### src/rtl/pipe_skid_96.sv
// Two-entry skid buffer for 96-bit payloads: a main register drives the consumer, a skid register absorbs one extra beat.
// Optional zero-latency pass-through from an empty buffer when PIPE_SKID_BYPASS_EN is defined.
module pipe_skid_96 (
  input  logic        clock,
  input  logic        clr,
  input  logic [95:0] in_data,
  input  logic        in_valid,
  output logic        in_ready,
  output logic [95:0] out_data,
  output logic        out_valid,
  input  logic        out_ready,
  input  logic        flush,
  output logic [1:0]  occupancy
);

  localparam int unsigned W = 96;

  // Encoding equals the entry count so occupancy is a direct register read.
  typedef enum logic [1:0] {
    ST_EMPTY = 2'd0,
    ST_ONE   = 2'd1,
    ST_FULL  = 2'd2
  } state_e;

  state_e         state_q, state_d;
  logic [W-1:0]   main_q, main_d;
  logic [W-1:0]   skid_q, skid_d;
  logic           accept_c;
  logic           take_c;

  assign in_ready  = (state_q != ST_FULL) & ~clr;
  assign occupancy = 2'(state_q);
  assign accept_c  = in_valid & in_ready;
  assign take_c    = out_valid & out_ready;

`ifdef PIPE_SKID_BYPASS_EN
  logic bypass_c;
  assign bypass_c  = (state_q == ST_EMPTY);
  assign out_valid = bypass_c ? (in_valid & ~clr) : 1'b1;
  assign out_data  = bypass_c ? (clr ? W'(0) : in_data) : main_q;
`else
  assign out_valid = (state_q != ST_EMPTY);
  assign out_data  = main_q;
`endif

  always_ff @(posedge clock or posedge clr) begin
    if (clr) begin
      state_q <= ST_EMPTY;
      main_q  <= '0;
      skid_q  <= '0;
    end else begin
      state_q <= state_d;
      main_q  <= main_d;
      skid_q  <= skid_d;
    end
  end

  // Flush overrides every handshake; data registers are left as they are.
  always_comb begin
    state_d = state_q;
    main_d  = main_q;
    skid_d  = skid_q;
    if (flush) begin
      state_d = ST_EMPTY;
    end else begin
      case (state_q)
        ST_EMPTY: begin
`ifdef PIPE_SKID_BYPASS_EN
          if (accept_c && !out_ready) begin
            state_d = ST_ONE;
            main_d  = in_data;
          end
`else
          if (accept_c) begin
            state_d = ST_ONE;
            main_d  = in_data;
          end
`endif
        end
        ST_ONE: begin
          if (accept_c && take_c) begin
            main_d = in_data;
          end else if (accept_c) begin
            state_d = ST_FULL;
            skid_d  = in_data;
          end else if (take_c) begin
            state_d = ST_EMPTY;
          end
        end
        ST_FULL: begin
          if (take_c) begin
            state_d = ST_ONE;
            main_d  = skid_q;
          end
        end
        default: state_d = ST_EMPTY;
      endcase
    end
  end

endmodule

### config.mk
export PLATFORM = sky130hd
export DESIGN_NAME = pipe_skid_96
export DESIGN_NICKNAME = d
export VERILOG_FILES = /design/src/rtl/pipe_skid_96.sv
export SDC_FILE = /design/constraint.sdc
export NUM_CORES = 1
export LEC_CHECK = 0
export ABC_AREA = 1
export CAP_MARGIN = 15
export CORE_UTILIZATION = 25
export CTS_CLUSTER_DIAMETER = 150
export CTS_CLUSTER_SIZE = 24
export DETAILED_ROUTE_END_ITERATION = 12
export MAX_ROUTING_LAYER = met4
export PLACE_DENSITY = 0.43
export SLEW_MARGIN = 40
export SYNTH_ARGS = -nofsm -noshare
export SYNTH_HDL_FRONTEND = slang
export SYNTH_SLANG_ARGS = --single-unit
### constraint.sdc
create_clock -name clock -period 8.5 [get_ports clock]
set_input_delay 2.125 -clock clock [delete_from_list [all_inputs] [get_ports clock]]
set_output_delay 2.125 -clock clock [all_outputs]
set_load 0.005 [all_outputs]
==> parameters.txt <==
Parameter                              Value

Yosys
  Top cell type's share of synthesized area    approximately three fifths
  Synth Instances    a little over 900
  Post-synthesis register bit count    194
  Sequential cell area fraction in the yosys report    between 50% and 60%
  Number of distinct standard cells referenced by the synthesized netlist    19
  Synth Warn #    0
  Avg Cell Area, Syn    8.81 um^2
  Leading area contributor after synthesis    sky130_fd_sc_hd__dfrtp_1
  Combined area of all synthesized cells    roughly 8200 um^2
  Largest cells by area after synthesis    sky130_fd_sc_hd__dfrtp_1 59%, sky130_fd_sc_hd__nand2_1 14%, sky130_fd_sc_hd__o21ai_0 10%
  Net count after synthesis    1036

STA
  Setup Total Neg Slack    0 ns
  Number of endpoints failing setup at the final stage    0
  RSZ-0062 raised after global routing    false
  Final cycle utilization of the critical path    64.8%
  Layout Skew    about 0.011 ns
  Slew at the pin closest to its max-slew limit    0.731 ns
  Slew Limit Headroom    just over 50%
  Final hold violations    0
  Worst Slack Setup Final    roughly 3.0 ns
  Maximum clock frequency    ~0.18 GHz
  Final min period    5.51 ns
  Max-slew violation count    0

Routing
  Via-to-Cell Ratio    between 4 and 5
  Number of iterations in the first detailed-routing pass    10
  Violation count after the first detailed-routing iteration    between 300 and 400
  Post-Route WL    22000 um
  Count of vias placed by the detailed router    6505
  DRT antenna net count    0
  Average detailed-routed wire length per instance    about 14 um
  Remaining routing DRC violations    2

CTS
  Number of sinks driven by the clock tree    194
  Quantity of hold-fixing buffers added after cts    0
  Level count of the clock H-tree    4
  CTS max path bufs    2
  Clock latency on the worst-skew pair    0.43 ns
  Number of setup buffers added after CTS    0
  Clock buffers created by TritonCTS    17
  Clk pin slew, worst setup/hold paths    approximately 0.07 ns
  TritonCTS clock tree    built
  Clock Root Buffer    sky130_fd_sc_hd__clkbuf_16
  Total of cells resized after clock tree synthesis    0

Final layout
  Most common cell after layout, fill and taps aside    sky130_fd_sc_hd__nand2_1
  Most frequent cells in the layout    298 x sky130_fd_sc_hd__nand2_1, 200 x sky130_fd_sc_hd__clkdlybuf4s50_1, 194 x sky130_fd_sc_hd__dfrtp_1, 166 x sky130_fd_sc_hd__o21ai_0, 70 x sky130_fd_sc_hd__inv_1
  Non-filler instance count after layout    roughly 1600
  Area added between synthesis and finish    36.8%
  Final nets    around 1200
  Area of all placed cells without fillers    ~11000 um^2
  Layout cells sized above 1    under 10%

Placed design
  Number of buffers added on ports    200
  HPWL reported at the end of detailed placement    ~14000 um
  Placed insts    ~1500
  Placement-stage worst setup slack    about 3.0 ns
  Placement-stage cell area    approximately 11000 um^2
  Final weighted congestion of routability-driven global placement    about 0.79

Worst setup path
  R2R Setup Slk    between 5 and 6 ns
  CP Max Fanout    2
  Endpoint of the lowest-slack register-to-register path    out_data[63]
  Arrival time reported for the critical path endpoint    around 3.4 ns
  Worst Setup End Kind    primary output
  Reg2reg path depth    7
  Setup Crit Path Kind    in -> out
  CP Launch Type    input port
  Worst EP required    ~6.4 ns
  FF-to-FF Start    occupancy[0]

GRT
  Gr ovfl total    0
  Global-route usage over all layers    between 10% and 20%
  First-pass GRT wire length    roughly 36000 um
  Pin count of the biggest net entering global routing    between 80 and 90
  Vias in the first global route    around 6400
  Antenna violations before repair    3

Run
  Max Cap Viol    0

Pwr
  Tot Pwr    roughly 3.3 mW
  Leakage    5.56 nW
  Total power density per cell area    288 nW/um^2
  VDD IR max    between 0.0001 and 0.00015 V

Die
  Area of the die    ~34000 um^2
  Std-Cell Rows    66
  Vertical extent of the die    roughly 180 um
  DIE WIDTH    ~180 um
  Initial cell density of the core    around 25%
  Core area    between 30000 and 40000 um^2
  Number of top-level design ports    roughly 200

Worst hold path
  Worst hold path class    reg -> reg
  Hold Path Cell Cnt    2
  Worst Hold End    skid_q[82]
  Launch instance of the worst min-delay path    skid_q[82]

Status
  Result of the run    finished, violations left
  Violations in the final reports    DRC
cell type report:
cell class | count | area (um^2)
Antenna cell | 3 | 7.51
Clock buffer | 18 | 439
Clock inverter | 14 | 148
Fill cell | 3372 | 21200
Inverter | 72 | 278
Multi-Input combinational cell | 607 | 2880
Sequential cell | 194 | 4850
Tap cell | 442 | 553
Timing Repair Buffer | 209 | 2110
kinds of logic after synthesis:
kind of cell	count (synthesis)	synth area share [%]
flip-flops	194	58.9
buffers and inverters	134	6.44
AO/OA/AOI/OAI	229	13.9
multiplexers	32	3.89
AND/OR/NAND/NOR	346	16.8
layer usage:
| metal | global-route usage, % | up-vias | share of wire [%] |
|---|---|---|---|
| li1 | - | 3349 | - |
| met1 | 18.6 | 3009 | 49 |
| met2 | 21.3 | 133 | 45 |
| met3 | 3.19 | 14 | 4.1 |
| met4 | 4.13 | 0 | 1.4 |
| met5 | - | - | 0 |
state kept, by name (all words and copies together) (netlist names):
name and count:
skid_q 96, out_data 96, occupancy 2
how the worst max path moves through the flow:
stage | endpoint | slack [ns] | from | cells after the start
after global placement | in_ready | 3.00 | clr | 3
after detailed placement | in_ready | 2.98 | clr | 3
final | in_ready | 2.99 | clr | 3
after CTS | in_ready | 2.98 | clr | 3
after global routing | in_ready | 2.93 | clr | 3
after floorplan | skid_q[10] | 0.91 | clr | 8
where the power goes:
| part | switching, mW | internal (mW) | total [mW] |
|---|---|---|---|
| Combinational | 0.388 | 0.547 | 0.935 |
| Sequential | 0.206 | 1.30 | 1.51 |
| Clock | 0.408 | 0.401 | 0.810 |
worst max-delay path: stages:
cell and delay, ns:
sky130_fd_sc_hd__clkdlybuf4s50_1 0.50, sky130_fd_sc_hd__a21oi_1 0.21, sky130_fd_sc_hd__clkdlybuf4s50_1 0.54
through the flow:
| step | hold WS [ns] | utilization, % |
|---|---|---|
| after global placement | 0.452 | 32.7 |
| final | 0.473 | 34.7 |
| after CTS | 0.477 | 34.7 |
| after detailed placement | 0.458 | 32.9 |
| after floorplan | 0.441 | - |
| after global routing | 0.493 | 34.7 |
synth_stat cells, drive strengths merged:
cell / number
a21oi: 2
a31oi: 1
buf: 20
clkbuf: 42
dfrtp: 194
inv: 72
mux2i: 32
nand2: 301
nand3: 38
nand4: 1
nor2: 5
nor3: 1
o21ai: 226
No activity file was read; power rests on OpenSTA's default activity.
